### src/rtl/ad53xx_multi_dac_ctrl_if.sv
// Command bus between the UART command decoder and the multi-channel DAC
// controller.
//   cmd_data  : [31:16] address, [15:0] data word
//   cmd_valid : one-cycle command strobe
//   cmd_busy  : controller is executing or holding a pending command
//   cmd_drop  : one-cycle pulse, a decoded command was discarded
//   done      : one-cycle pulse at the end of each executed command
interface ad53xx_multi_dac_ctrl_if;
   logic [31:0] cmd_data;
   logic        cmd_valid;
   logic        cmd_busy;
   logic        cmd_drop;
   logic        done;

   modport master (output cmd_data, output cmd_valid,
                   input  cmd_busy, input  cmd_drop, input done);
   modport slave  (input  cmd_data, input  cmd_valid,
                   output cmd_busy, output cmd_drop, output done);
endinterface

### src/rtl/ad53xx_multi_dac_ctrl.sv
// Multi-channel AD53xx DAC controller. Decodes address/data commands,
// keeps a one-deep pending slot, and serialises each word MSB first on the
// shared dclk/din bus with a per-channel sync_n. ldac_n is pulsed after each
// write (LDAC_MODE=0) or only on a broadcast LDAC command (LDAC_MODE=1).
//   clk, rst_n : system clock, asynchronous active-low reset
//   cmd        : command bus (slave side)
//   sync_n     : per-channel active-low frame select
//   dclk, din  : shared serial clock (idle low) and data
//   ldac_n     : shared active-low DAC update
//
// state   | meaning
// --------+--------------------------------------------------------
// S_IDLE  | waiting for a pending or directly presented command
// S_SETUP | sync_n[ch] low, din = MSB, dclk low for CLK_DIV cycles
// S_SHIFT | dclk high CLK_DIV, low CLK_DIV per bit, DATA_BITS bits
// S_TAIL  | one extra cycle with sync_n[ch] low after the last fall
// S_HOLD  | all sync_n high, din low for CLK_DIV cycles
// S_LDAC  | ldac_n low for LDAC_CYCLES cycles
// S_DONE  | done pulse, back to S_IDLE
module ad53xx_multi_dac_ctrl #(
   parameter int          NUM_CH      = 2,
   parameter int          DATA_BITS   = 16,
   parameter logic [15:0] ADDR_BASE   = 16'hdac0,
   parameter logic [15:0] LDAC_ADDR   = 16'hdacf,
   parameter int          CLK_DIV     = 10,
   parameter int          LDAC_MODE   = 0,
   parameter int          LDAC_CYCLES = 10
) (
   input  logic                         clk,
   input  logic                         rst_n,
   ad53xx_multi_dac_ctrl_if.slave       cmd,
   output logic [NUM_CH-1:0]            sync_n,
   output logic                         dclk,
   output logic                         din,
   output logic                         ldac_n
);
   localparam int TMAX = (CLK_DIV > LDAC_CYCLES) ? CLK_DIV : LDAC_CYCLES;
   localparam int TW   = $clog2(TMAX + 1);
   localparam int BW   = $clog2(DATA_BITS);
   localparam int CHW  = (NUM_CH > 1) ? $clog2(NUM_CH) : 1;

   typedef enum logic [2:0] {
      S_IDLE, S_SETUP, S_SHIFT, S_TAIL, S_HOLD, S_LDAC, S_DONE
   } state_t;

   state_t                state, state_nxt;
   logic [TW-1:0]         tmr;
   logic [BW-1:0]         bit_cnt;
   logic                  hi;
   logic [DATA_BITS-1:0]  sreg;
   logic [CHW-1:0]        ch;

   logic                  pend_valid, pend_ld;
   logic [CHW-1:0]        pend_ch;
   logic [DATA_BITS-1:0]  pend_word;
   logic                  drop_q;

   logic [15:0]           addr, offs;
   logic                  is_wr, is_ld, dec_valid;
   logic                  idle, direct, pop, accept, start_valid, st_ld;
   logic [CHW-1:0]        st_ch;
   logic [DATA_BITS-1:0]  st_word;
   logic                  tc, in_frame;

   assign addr      = cmd.cmd_data[31:16];
   assign offs      = addr - ADDR_BASE;
   assign is_wr     = (offs < 16'(NUM_CH));
   assign is_ld     = (addr == LDAC_ADDR);
   assign dec_valid = cmd.cmd_valid && (is_wr || is_ld);

   assign idle   = (state == S_IDLE);
   assign direct = idle && !pend_valid && dec_valid;
   assign pop    = idle && pend_valid;
   // the slot frees in the cycle it is popped, so a command arriving then still fits
   assign accept = dec_valid && !direct && (!pend_valid || pop);

   assign start_valid = pop || direct;
   assign st_ld       = pend_valid ? pend_ld   : is_ld;
   assign st_ch       = pend_valid ? pend_ch   : offs[CHW-1:0];
   assign st_word     = pend_valid ? pend_word : cmd.cmd_data[DATA_BITS-1:0];

   assign tc = (tmr == '0);

   always_ff @(posedge clk or negedge rst_n) begin
      if (!rst_n) begin
         pend_valid <= 1'b0;
         pend_ld    <= 1'b0;
         pend_ch    <= '0;
         pend_word  <= '0;
         drop_q     <= 1'b0;
      end else begin
         pend_valid <= accept || (pend_valid && !pop);
         drop_q     <= dec_valid && pend_valid && !pop;
         if (accept) begin
            pend_ld   <= is_ld;
            pend_ch   <= offs[CHW-1:0];
            pend_word <= cmd.cmd_data[DATA_BITS-1:0];
         end
      end
   end

   always_ff @(posedge clk or negedge rst_n) begin
      if (!rst_n) state <= S_IDLE;
      else        state <= state_nxt;
   end

   always_comb begin
      state_nxt = state;
      case (state)
         S_IDLE:  if (start_valid) state_nxt = st_ld ? S_LDAC : S_SETUP;
         S_SETUP: if (tc) state_nxt = S_SHIFT;
         S_SHIFT: if (tc && !hi && bit_cnt == '0) state_nxt = S_TAIL;
         S_TAIL:  state_nxt = S_HOLD;
         S_HOLD:  if (tc) state_nxt = (LDAC_MODE == 0) ? S_LDAC : S_DONE;
         S_LDAC:  if (tc) state_nxt = S_DONE;
         S_DONE:  state_nxt = S_IDLE;
         default: state_nxt = S_IDLE;
      endcase
   end

   always_ff @(posedge clk or negedge rst_n) begin
      if (!rst_n) begin
         tmr     <= '0;
         bit_cnt <= '0;
         hi      <= 1'b0;
         sreg    <= '0;
         ch      <= '0;
      end else begin
         case (state)
            S_IDLE: if (start_valid) begin
               tmr  <= st_ld ? TW'(LDAC_CYCLES - 1) : TW'(CLK_DIV - 1);
               sreg <= st_word;
               ch   <= st_ch;
            end
            S_SETUP: if (tc) begin
               tmr     <= TW'(CLK_DIV - 1);
               hi      <= 1'b1;
               bit_cnt <= BW'(DATA_BITS - 1);
            end else tmr <= tmr - 1'b1;
            S_SHIFT: if (!tc) tmr <= tmr - 1'b1;
            else if (hi) begin
               hi  <= 1'b0;
               tmr <= TW'(CLK_DIV - 1);
            end else if (bit_cnt != '0) begin
               // next bit appears on din together with the dclk rise
               hi      <= 1'b1;
               bit_cnt <= bit_cnt - 1'b1;
               sreg    <= {sreg[DATA_BITS-2:0], 1'b0};
               tmr     <= TW'(CLK_DIV - 1);
            end
            S_TAIL: tmr <= TW'(CLK_DIV - 1);
            S_HOLD: if (tc) tmr <= TW'(LDAC_CYCLES - 1);
                    else    tmr <= tmr - 1'b1;
            S_LDAC: if (!tc) tmr <= tmr - 1'b1;
            default: ;
         endcase
      end
   end

   assign in_frame = (state == S_SETUP) || (state == S_SHIFT) || (state == S_TAIL);

   always_comb begin
      sync_n = '1;
      if (in_frame) sync_n[ch] = 1'b0;
   end

   assign dclk         = (state == S_SHIFT) && hi;
   assign din          = in_frame && sreg[DATA_BITS-1];
   assign ldac_n       = (state != S_LDAC);
   assign cmd.done     = (state == S_DONE);
   assign cmd.cmd_busy = !idle || pend_valid;
   assign cmd.cmd_drop = drop_q;
endmodule
### src/flat_wrapper.sv
// flat-port wrapper written by rule: the top's interface ports become plain ports
module ad53xx_multi_dac_ctrl_flat 
#(
   parameter int          NUM_CH      = 2,
   parameter int          DATA_BITS   = 16,
   parameter logic [15:0] ADDR_BASE   = 16'hdac0,
   parameter logic [15:0] LDAC_ADDR   = 16'hdacf,
   parameter int          CLK_DIV     = 10,
   parameter int          LDAC_MODE   = 0,
   parameter int          LDAC_CYCLES = 10
)
  (clk, rst_n, sync_n, dclk, din, ldac_n, cmd_cmd_data, cmd_cmd_valid, cmd_cmd_busy, cmd_cmd_drop, cmd_done);
  ad53xx_multi_dac_ctrl_if cmd_i ();
  input  logic clk;
  input  logic rst_n;
  output logic [NUM_CH-1:0] sync_n;
  output logic dclk;
  output logic din;
  output logic ldac_n;
  input wire logic [$bits(cmd_i.cmd_data)-1:0] cmd_cmd_data;
  input wire logic [$bits(cmd_i.cmd_valid)-1:0] cmd_cmd_valid;
  output wire logic [$bits(cmd_i.cmd_busy)-1:0] cmd_cmd_busy;
  output wire logic [$bits(cmd_i.cmd_drop)-1:0] cmd_cmd_drop;
  output wire logic [$bits(cmd_i.done)-1:0] cmd_done;
  assign cmd_i.cmd_data = cmd_cmd_data;
  assign cmd_i.cmd_valid = cmd_cmd_valid;
  assign cmd_cmd_busy = cmd_i.cmd_busy;
  assign cmd_cmd_drop = cmd_i.cmd_drop;
  assign cmd_done = cmd_i.done;
  ad53xx_multi_dac_ctrl #(.NUM_CH(NUM_CH), .DATA_BITS(DATA_BITS), .ADDR_BASE(ADDR_BASE), .LDAC_ADDR(LDAC_ADDR), .CLK_DIV(CLK_DIV), .LDAC_MODE(LDAC_MODE), .LDAC_CYCLES(LDAC_CYCLES)) u_core (.clk(clk), .rst_n(rst_n), .cmd(cmd_i), .sync_n(sync_n), .dclk(dclk), .din(din), .ldac_n(ldac_n));
endmodule
### config.mk
export PLATFORM = sky130hd
export DESIGN_NAME = ad53xx_multi_dac_ctrl_flat
export DESIGN_NICKNAME = d
export VERILOG_FILES = /design/src/rtl/ad53xx_multi_dac_ctrl_if.sv /design/src/rtl/ad53xx_multi_dac_ctrl.sv /design/src/flat_wrapper.sv
export SDC_FILE = /design/constraint.sdc
export NUM_CORES = 1
export LEC_CHECK = 0
export CAP_MARGIN = 10
export CORE_ASPECT_RATIO = 1.75
export CORE_MARGIN = 8
export CORE_UTILIZATION = 56
export DETAILED_ROUTE_END_ITERATION = 7
export DONT_BUFFER_PORTS = 1
export HOLD_SLACK_MARGIN = 0.1
export MAX_ROUTING_LAYER = met4
export PLACE_DENSITY = 0.71
export REMOVE_ABC_BUFFERS = 1
export SYNTH_ARGS = -nofsm -noshare
export SYNTH_HDL_FRONTEND = slang
export SYNTH_SLANG_ARGS = --single-unit
### constraint.sdc
create_clock -name clk -period 3 [get_ports clk]
set_input_delay 0.3 -clock clk [delete_from_list [all_inputs] [get_ports clk]]
set_output_delay 0.3 -clock clk [all_outputs]
set_load 0.01 [all_outputs]
**Word level (Yosys, flattened, before mapping)**

Cells that the tools add are included.

- Eq/ne operators: 18
- Bitwise gates (word level): 1
- Add/subtract/negate cells: 3
- Reductions and logical operators: 40
- Order comparisons: 3
- Multiplexer cells: 35

Operator list:

| operator | count |
|---|---|
| two-way mux 16 bit | 5 |
| two-way mux 4 bit | 10 |
| one-hot mux 16 bit (2 select lines) | 1 |
| one-hot mux 4 bit (5 select lines) | 1 |
| two-way mux 3 bit | 6 |
| one-hot mux 3 bit (6 select lines) | 1 |
| == test 16 bit (second input constant) | 1 |
| less-than comparator 16 x 2 -> 1 bit (second input constant) | 1 |
| subtractor 16 bit (second input constant) | 1 |
| AND reduction 5 bit | 3 |
| logical AND 1 bit | 14 |
| inequality test 2 x 1 -> 1 bit (second input constant) | 6 |
| == test 3 bit (second input constant) | 3 |
| logical NOT 4 bit | 2 |
| one-hot mux 4 bit (2 select lines) | 1 |
| subtractor 4 x 1 -> 4 bit (second input constant) | 2 |
| logical OR 1 bit | 7 |
| two-way mux 1 bit | 7 |
| == test 3 x 2 -> 1 bit (second input constant) | 2 |
| inequality test 2 bit (second input constant) | 3 |
| logical NOT 1 bit | 5 |
| nonzero test 5 bit | 1 |
| inequality test 4 x 3 -> 1 bit (second input constant) | 1 |
| AND reduction 4 bit | 1 |
| 14 further kinds | 15 |

- Register bits after elaboration: 49

**Depth between registers and ports, before layout**

Gate-level depths: netlist (run 1).

- Depth in word-level cells: 9
- Mapped depth: 9

**Least setup slack after synthesis (run 1)**

OpenSTA, ideal clock, no wires.

- Kind: reg2reg
- Start point: reg u_core.bit_cnt[0]
- End point: reg u_core.tmr[1]
- Path buffers: 0
- Required time: 2.875 ns
- Slack: 0.893 ns
- Data arrival time: 1.983 ns
- Clock period less this slack: 2.107 ns
- Stages on the path, launching flop included: 8
- Cell sequence: dfrtp_1 inv_1 ha_1 or3b_2 o41ai_1 a32oi_1 nand2_1 mux2_2

- Cells in the longest elaborated chain, start to end: 3

RTL lines:

| element | line | source |
|---|---|---|
| start: declaration | ad53xx_multi_dac_ctrl.sv:48 | `logic [BW-1:0] bit_cnt;` |
| start signal: assignment | ad53xx_multi_dac_ctrl.sv:138 | `bit_cnt <= BW'(DATA_BITS - 1);` |
| start signal: assignment | ad53xx_multi_dac_ctrl.sv:147 | `bit_cnt <= bit_cnt - 1'b1;` |
| nonzero test 4 bit | ad53xx_multi_dac_ctrl.sv:144 | `end else if (bit_cnt != '0) begin` |
| inequality test 4 x 3 -> 1 bit (no line) | n/a |  |
| AND reduction 4 bit (no line) | n/a |  |
| end signal: assignment | ad53xx_multi_dac_ctrl.sv:143 | `tmr <= TW'(CLK_DIV - 1);` |
| end signal: assignment | ad53xx_multi_dac_ctrl.sv:149 | `tmr <= TW'(CLK_DIV - 1);` |
| end signal: assignment | ad53xx_multi_dac_ctrl.sv:151 | `S_TAIL: tmr <= TW'(CLK_DIV - 1);` |
| end: declaration | ad53xx_multi_dac_ctrl.sv:47 | `logic [TW-1:0] tmr;` |

No other way between the ends.
A chain may end at the register's enable or synchronous reset.

**Worst setup path in the final report (run 1)**

- Start point: reg u_core.tmr[0]
- End point: reg u_core.sreg[6]

- Cells in the longest elaborated chain, start to end: 3

RTL lines:

| element | line | source |
|---|---|---|
| start signal: assignment | ad53xx_multi_dac_ctrl.sv:131 | `tmr <= st_ld ? TW'(LDAC_CYCLES - 1) : TW'(CLK_DIV - 1);` |
| start signal: assignment | ad53xx_multi_dac_ctrl.sv:136 | `tmr <= TW'(CLK_DIV - 1);` |
| start signal: assignment | ad53xx_multi_dac_ctrl.sv:139 | `end else tmr <= tmr - 1'b1;` |
| logical NOT 4 bit | ad53xx_multi_dac_ctrl.sv:82 | `assign tc = (tmr == '0);` |
| inequality test 2 x 1 -> 1 bit (no line) | n/a |  |
| AND reduction 5 bit (no line) | n/a |  |
| end signal: assignment | ad53xx_multi_dac_ctrl.sv:132 | `sreg <= st_word;` |
| end signal: assignment | ad53xx_multi_dac_ctrl.sv:148 | `sreg <= {sreg[DATA_BITS-2:0], 1'b0};` |
| end: declaration | ad53xx_multi_dac_ctrl.sv:50 | `logic [DATA_BITS-1:0] sreg;` |

No other way between the ends.

==> PnR_summary.wiki, run 1 <==
{| class="wikitable"
! Metric !! Value
|-
| Run status || completed
|-
| Final net count || 285
|-
| Biggest cell delay along the critical path || 0.43 ns
|-
| Area fraction of the dominant cell type after synthesis || 0.439
|-
| Core Footprint || 4890 um2
|-
| Number of vias after detailed routing || 1,839
|-
| Count of final setup violators || 0
|-
| Max Freq || 423 MHz
|-
| Dpl ws || 0.630 ns
|-
| Die span in x || 69.4 um
|-
| Met3 GRT Util || 0.0370
|-
| Detailed Routing Iterations Pass 1 || 4
|-
| Average cell area after synthesis || 11.2 um2
|-
| Count of boundary I/O pins || 43
|-
| CTS Root Buffer Type || clkbuf_8
|-
| Vias in the first global route || 1,957
|-
| Met2 Use GR || 0.263
|-
| Sequential cell area fraction in the yosys report || 0.439
|-
| CTS buffer count || 5
|-
| Library cell occupying the most area in the post-synthesis netlist || dfrtp_1
|-
| RSZ-0062 raised after global routing || false
|-
| Maximum clock insertion buffer count || 2
|-
| Effective utilization at floorplan || 0.571
|-
| Post-Place Cell Area || 2780 um2
|-
| NetSw || 0.940 mW
|-
| Fraction of met1 tracks used by global routing || 0.166
|-
| Antenna Nets Post-Route || 0
|-
| Relative slew slack || 0.534
|-
| Most heavily used metal layer in global routing || met2
|-
| DPL Wire Length || 3920 um
|-
| Count of flip-flops with a built-in enable after synthesis || 0
|-
| Internal power || 1.71 mW
|-
| Share of synthesized flip-flops with an asynchronous set or reset || 1.00
|-
| Most used standard cell by instance count after synthesis || dfrtp_1
|-
| Number of buffers inserted to repair setup after CTS || 0
|-
| Clock Sinks || 49
|-
| Post-DR wirelength/cell || 18.0 um
|-
| Via-to-Cell Ratio || 6.07
|-
| Leading cell types by count after synthesis || dfrtp_1 (49), nand2_1 (26), o21ai_0 (21)
|-
| Crit path setup slack, layout || 0.637 ns
|-
| Congestion Overflow GR || 0
|-
| Post-synthesis instance total || 250
|-
| DRC Markers || 0
|-
| Final number of max-transition violations || 0
|-
| Prevailing post-synth register cell || dfrtp_1
|-
| Switch share || 0.355
|-
| Global placer's final weighted congestion || 0.830
|-
| Leakage power figure || 1.25 nW
|-
| CP max-delay cell || mux2_4
|-
| Pin count of the biggest net entering global routing || 50
|-
| Number of warnings issued by yosys || 0
|-
| Part of the power in combinational logic || 0.405
|-
| Total inserted antenna cells || 0
|-
| Die span in y || 109 um
|-
| Clock Power Share || 0.209
|-
| Post-layout instance area || 2950 um2
|-
| Clk_lat worst skew || 0.31 ns
|-
| Overall die area || 7590 um2
|-
| Crit path arrival time || 2.56 ns
|-
| Nature of the critical path endpoint || flip-flop
|-
| Fin. Hold Viols || 0
|-
| H-Tree Depth || 2
|-
| Final Cycle Share || 0.788
|-
| Final TNS setup || 0 ns
|-
| CTS tree || yes
|-
| Slew @ Worst Pin || 0.699 ns
|-
| Number of antenna violations at the first check in global routing || 0
|-
| CTS-repair resized insts || 0
|-
| Number of register bits inferred by synthesis || 49
|-
| Clock tree skew after final layout || 0.00828 ns
|-
| Critical path data required time || 3.20 ns
|-
| Synth area leaders || dfrtp_1 (44%), mux2_4 (10%), mux2_2 (7.3%), mux2i_1 (5.7%), o21ai_0 (3.8%)
|-
| Maximum capacitance violations || 0
|-
| Sequential fraction of design power || 0.385
|-
| Worst Setup Start Kind || flip-flop
|-
| IR Drop Worst-Case VDD || 0.739 mV
|-
| Type of the worst setup path || reg2reg
|-
| Routed wire length || 5450 um
|-
| Global-route wire length before repair || 9280 um
|-
| Synthesis-to-layout area growth || 5.78%
|-
| Tightest Hold Check Type || in2reg
|-
| Starting DRT DRC Count || 102
|-
| Combined global-route utilization of all metal layers || 0.152
|-
| Total of buffers placed on input and output ports || 0
|-
| Core Rows || 34
|-
| Yosys cell types || 56
|-
| Cells along the critical path || inv_1 > ha_1 > or3b_1 > o21ai_1 > o2111ai_4 > mux2_4
|-
| Mapped cell area || 2790 um2
|-
| Clk pin slew, worst setup/hold paths || 0.09 ns
|-
| Largest fanout on the critical path || 16
|-
| Fraction of final layout cells sized beyond drive strength 1 || 0.229
|-
| Shortest period the worst path allows || 2.36 ns
|-
| Pwr per Cell Area || 898 nW/um2
|}
[power groups by stage]
stage	registers [mW]	logic [mW]	clock network, mW
2_1_floorplan	0.981	0.899	0
3_3_place_gp	1.02	1.03	0
3_5_place_dp	1.03	1.06	0
4_1_cts	1.02	1.09	0.561
5_1_grt	1.05	1.19	0.587
6_report	1.02	1.08	0.555
[cells by family after synthesis]
| logic type | share of synthesized area |
|---|---|
| and+or+nand+nor | 0.139 |
| muxes | 0.232 |
| AOI/OAI and AO/OA | 0.127 |
| DFF | 0.439 |
| buffers and inverters | 0.0466 |
| adders and majority gates | 0.0125 |
| xor gates and xnor gates | 0.00314 |
[flip-flops by register name, summed over array words and instances (netlist names)]
name / flops
u_core.state: 3
u_core.hi: 1
u_core.sreg: 16
u_core.ch: 1
u_core.bit_cnt: 4
u_core.pend_ld: 1
u_core.pend_valid: 1
u_core.cmd.cmd_drop: 1
u_core.pend_word: 16
u_core.pend_ch: 1
u_core.tmr: 4
[area by class of cell]
class	count	area, um2
fillers	381	1940
well taps	54	67.6
inverters	8	30.0
repair buffers	5	60.1
clock buffers	5	68.8
flip-flops and latches	49	1230
multi-input cells	179	1440
clock inverters	3	65.1
[metrics by stage]
stage	total power [mW]	util	instances	hold WS, ns
2_1_floorplan	1.88	-	236	0.00441
3_3_place_gp	2.06	0.569	293	0.00643
3_5_place_dp	2.10	0.569	293	0.00661
4_1_cts	2.67	0.604	303	0.126
5_1_grt	2.83	0.604	303	0.127
6_report	2.65	0.604	303	0.133
[worst paths after layout]
path	slack (ns)	to	cells after the start	from
worst max-delay path	0.64	u_core.sreg[6]$_DFFE_PN0P_	6	u_core.tmr[0]$_DFFE_PN0P_
worst min-delay path	0.13	u_core.pend_word[10]$_DFFE_PN0P_	1	cmd_cmd_data[10]
max in group asynchronous	2.28	u_core.pend_word[5]$_DFFE_PN0P_	2	rst_n
worst min register to register	0.50	u_core.sreg[0]$_DFFE_PN0P_	1	u_core.sreg[0]$_DFFE_PN0P_
worst max register to register	0.64	u_core.sreg[6]$_DFFE_PN0P_	6	u_core.tmr[0]$_DFFE_PN0P_
min in group asynchronous	0.51	u_core.pend_word[10]$_DFFE_PN0P_	2	rst_n
[layout by cell type (no fill, tap or decap), types with 3 or more instances in the layout]
master / n
nand3_1: 4
mux2i_1: 16
and3_1: 3
clkbuf_8: 5
nor3_1: 8
nand2_1: 26
nor2_1: 11
o21ai_0: 21
mux2_4: 19
buf_4: 3
inv_1: 7
a31oi_1: 3
dfrtp_1: 49
a21oi_1: 4
mux2_2: 18
[critical path: cells and delay by family (launching register included)]
kind	cells	cell delay, ns
muxes	1	0.43
buffers and inverters	1	0.11
adders and majority gates	1	0.22
AOI/OAI and AO/OA	2	0.69
and+or+nand+nor	1	0.41
DFF	1	0.39
[timing repair]
action                     CTS  global route
hold buffers                 2             0
setup endpoints to repair    0             0
hold endpoints to repair    49             0
[layer usage]
layer	vias to the layer above	routed length (um)
li1	903	-
met1	889	2300
met2	40	2780
met3	7	294
met4	0	75
met5	-	0
(Power assumes the default switching activity.)
==> run 2: changes to the inputs <==
--- a/config.mk
+++ b/config.mk
@@ -5,6 +5,7 @@
 export SDC_FILE = /design/constraint.sdc
 export NUM_CORES = 1
 export LEC_CHECK = 0
+export ABC_AREA = 1
 export CAP_MARGIN = 10
 export CORE_ASPECT_RATIO = 1.75
 export CORE_MARGIN = 8
==> constraint.sdc (replaced) <==
create_clock -name clk -period 2.3 [get_ports clk]
set_input_delay 0.23 -clock clk [delete_from_list [all_inputs] [get_ports clk]]
set_output_delay 0.23 -clock clk [all_outputs]
set_load 0.01 [all_outputs]
==> run 2 against run 1 <==
Net effect: largest power group is now registers; via count rose by 31%; hold slack improved by 0.056 ns; sequential cell count did not move; global-route usage rose by 0.90 points; sequential power fell by 16%; largest cell class unchanged; final area rose by 11%; routed wire length rose by 9.0%; setup slack got worse by 0.19 ns; utilization rose by 2.3 points; combinational power fell by 93%; non-clock buffer count rose by 17.
==> PnR_summary.wiki, run 2 <==
{| class="wikitable"
! Metric !! Value
|-
| Clk pin slew, worst setup/hold paths || 0.09 ns (about the same)
|-
| Start point of the critical path || u_core.state[0]$_DFFE_PN0P_
|-
| Vias in the first global route || 2,423 (+24%)
|-
| Number of buffers inserted to repair setup after CTS || 0 (unchanged)
|-
| IR Drop Worst-Case VDD || 0.391 mV (-47%)
|-
| Die span in y || 113 um (+3.2%)
|-
| Effective utilization at floorplan || 0.576 (+0.00564)
|-
| Overall power after layout || 1.43 mW (-46%)
|-
| Leakage power figure || 1.62 nW (+29%)
|-
| Footprint of the flip-flops and latches || 1230 um2 (unchanged)
|-
| Detailed Routing Iterations Pass 1 || 4 (unchanged)
|-
| Overall die area || 8050 um2 (+6.1%)
|-
| Count of final setup violators || 0 (unchanged)
|-
| Core Rows || 35 (+2.9%)
|-
| Final cell count without fillers || 457 (+51%)
|-
| Most common cell after layout, fill and taps aside || nand2_1
|-
| Largest fanout on the critical path || 13 (-3)
|-
| Fin. Hold Viols || 0 (unchanged)
|-
| Tightest Hold Check Type || in2reg
|-
| Number of register bits inferred by synthesis || 49 (unchanged)
|-
| Final Cycle Share || 0.805
|-
| Area fraction of the dominant cell type after synthesis || 0.408 (-0.0309)
|-
| Pwr per Cell Area || 439 nW/um2 (-51%)
|-
| Run status || completed
|-
| Critical path data required time || 2.07 ns (-1.13 ns)
|-
| Total inserted antenna cells || 0 (unchanged)
|-
| DPL Wire Length || 4370 um (+11%)
|-
| Shortest period the worst path allows || 1.85 ns
|-
| Combined global-route utilization of all metal layers || 0.161 (+0.00900)
|-
| Synthesis-to-layout area growth || 8.71%
|-
| Die span in x || 71.4 um (+2.9%)
|-
| Routed wire length || 5940 um (+9.0%)
|-
| Relative slew slack || 0.607 (+0.0730)
|-
| Nature of the critical path endpoint || primary output
|-
| Clock Sinks || 49 (unchanged)
|-
| RSZ-0062 raised after global routing || false
|-
| Pin count of the biggest net entering global routing || 50 (unchanged)
|-
| Most used standard cell by instance count after synthesis || nand2_1
|-
| Number of antenna violations at the first check in global routing || 0 (unchanged)
|-
| Footprint of the multi-input gates || 1450 um2 (+1.1%)
|-
| Yosys cell types || 31 (-45%)
|-
| Crit path arrival time || 1.62 ns (-0.94 ns)
|-
| CTS buffer count || 5 (unchanged)
|-
| Placed insts || 430 (+47%)
|-
| Final TNS setup || 0 ns (unchanged)
|-
| Post-DR wirelength/cell || 13.0 um (-28%)
|-
| Count of flip-flops with a built-in enable after synthesis || 0 (unchanged)
|-
| CTS tree || yes
|-
| Fraction of final layout cells sized beyond drive strength 1 || 0.172 (-0.0573)
|-
| Final number of max-transition violations || 0 (unchanged)
|-
| Hold_buf cts || 19 (+17)
|-
| Leading cell types by count after synthesis || nand2_1 (116), dfrtp_1 (49), inv_1 (49)
|-
| Starting DRT DRC Count || 109 (+6.9%)
|-
| Number of vias after detailed routing || 2,404 (+31%)
|-
| CTS-repair resized insts || 0 (unchanged)
|-
| Sequential cell area fraction in the yosys report || 0.408 (-0.0309)
|-
| DRC Markers || 0 (unchanged)
|-
| Core Footprint || 5210 um2 (+6.5%)
|-
| Global placer's final weighted congestion || 0.842 (+1.5%)
|-
| Average cell area after synthesis || 7.74 um2 (-31%)
|-
| Worst Setup Start Kind || flip-flop
|-
| CTS Root Buffer Type || clkbuf_8
|-
| Prevailing post-synth register cell || dfrtp_1
|-
| Count of boundary I/O pins || 43 (unchanged)
|-
| Share of synthesized flip-flops with an asynchronous set or reset || 1.00 (unchanged)
|-
| Library cell occupying the most area in the post-synthesis netlist || dfrtp_1
|-
| Post-synthesis instance total || 388 (+55%)
|-
| Maximum clock insertion buffer count || 2 (unchanged)
|-
| Congestion Overflow GR || 0 (unchanged)
|-
| Number of warnings issued by yosys || 0 (unchanged)
|-
| Leading registers by flop count || u_core.pend_word: 16 flops, u_core.sreg: 16 flops
|-
| Clock tree skew after final layout || 0.00846 ns (+0.000175 ns)
|-
| Slew @ Worst Pin || 0.589 ns (-0.110 ns)
|-
| Final net count || 438 (+54%)
|-
| H-Tree Depth || 2 (unchanged)
|-
| Maximum capacitance violations || 0 (unchanged)
|-
| Count of fill cells added during filler insertion || 490 (+29%)
|-
| Type of the worst setup path || reg2out
|-
| Most frequent cells in the layout || nand2_1 (116), inv_1 (49), dfrtp_1 (49)
|-
| Total of buffers placed on input and output ports || 0 (unchanged)
|-
| Synth area leaders || dfrtp_1 (41%), nand2_1 (14%), inv_1 (6.1%), nor2_1 (4.9%), o21ai_2 (4.7%)
|-
| Reg-to-Reg Start || u_core.state[0]$_DFFE_PN0P_
|-
| Startpoint of the lowest-slack hold path || cmd_cmd_data[19]
|-
| Via-to-Cell Ratio || 5.26 (-13%)
|-
| Max Freq || 540 MHz
|-
| Antenna Nets Post-Route || 0 (unchanged)
|-
| Clk_lat worst skew || 0.30 ns (about the same)
|-
| Mapped cell area || 3000 um2 (+7.6%)
|-
| Global-route wire length before repair || 10,400 um (+12%)
|}
-- run 2: cell types whose count changed after synthesis, moves of 12 or more --
cell     previous run  this run
nand2_1            26       116
inv_1               7        49
nor2_1             11        39
mux2_4             19         0
mux2_2             18         0
mux2i_1            16         0
o21ai_1             2        18
o21ai_2             0        16
a31o_2              0        15
nand3_1             4        18
o21ai_0            21         9
-- run 2: layout make-up --
type / count / share of cell area
flip-flops and latches: 49 / 0.376
repair buffers: 22 / 0.0705
clock inverters: 2 / 0.00307
multi-input cells: 269 / 0.445
clock buffers: 6 / 0.0222
inverters: 54 / 0.0629
well taps: 55 / 0.0211
-- run 2: stage by stage --
stage | utilization | setup slack (ns) | area (um2) | hold slack (ns)
after global routing | 0.626 | 0.261 | 3260 | 0.194
after global placement | 0.571 | 0.494 | 2970 | -0.0634
final | 0.626 | 0.448 | 3260 | 0.190
after CTS | 0.626 | 0.427 | 3260 | 0.184
after floorplan | - | 0.556 | 2880 | -0.0656
after detailed placement | 0.571 | 0.458 | 2970 | -0.0637
-- run 2: critical path: stages, from the launching register on --
cell	delay [ns]
dfrtp_1	0.57
nor2_8	0.23
nand2_4	0.15
nor2_1	0.21
buf_4	0.16
-- run 2: path summary, 6_finish.rpt --
check	to	slack (ns)	cells past startpoint
worst min-delay path	u_core.pend_ld$_DFFE_PN0P_	0.19	4
worst min register to register	u_core.sreg[9]$_DFFE_PN0P_	0.49	2
max in group asynchronous	u_core.pend_word[9]$_DFFE_PN0P_	1.64	2
worst max register to register	u_core.sreg[12]$_DFFE_PN0P_	0.46	9
min in group asynchronous	u_core.ch$_DFFE_PN0P_	0.42	2
worst max-delay path	dclk	0.45	4
-- run 2: power by group --
group / switching (mW) / total [mW] / leakage, nW / internal [mW]
sequential: 0.000216 / 0.861 / 0.660 / 0.861
combinational: 0.0388 / 0.0755 / 0.912 / 0.0366
clock: 0.284 / 0.495 / 0.0450 / 0.211
total: 0.323 / 1.43 / 1.62 / 1.11
-- run 2: metal layers --
metal	wire length [um]	track usage	vias up
met2	3300	0.295	28
met3	209	0.0301	7
li1	-	-	1246
met5	0	-	-
met1	2340	0.158	1123
met4	89	0.0727	0
-- run 2: cell families (layout without fill, tap and decap cells) --
group | after synthesis | count (layout) | share of synthesized area
buffers and inverters | 70 | 84 | 0.108
AO/OA/AOI/OAI | 66 | 66 | 0.153
AND/OR/NAND/NOR | 200 | 200 | 0.319
adder cells (fa/ha/maj) | 2 | 2 | 0.00833
flip-flops | 49 | 49 | 0.408
XOR/XNOR | 1 | 1 | 0.00292
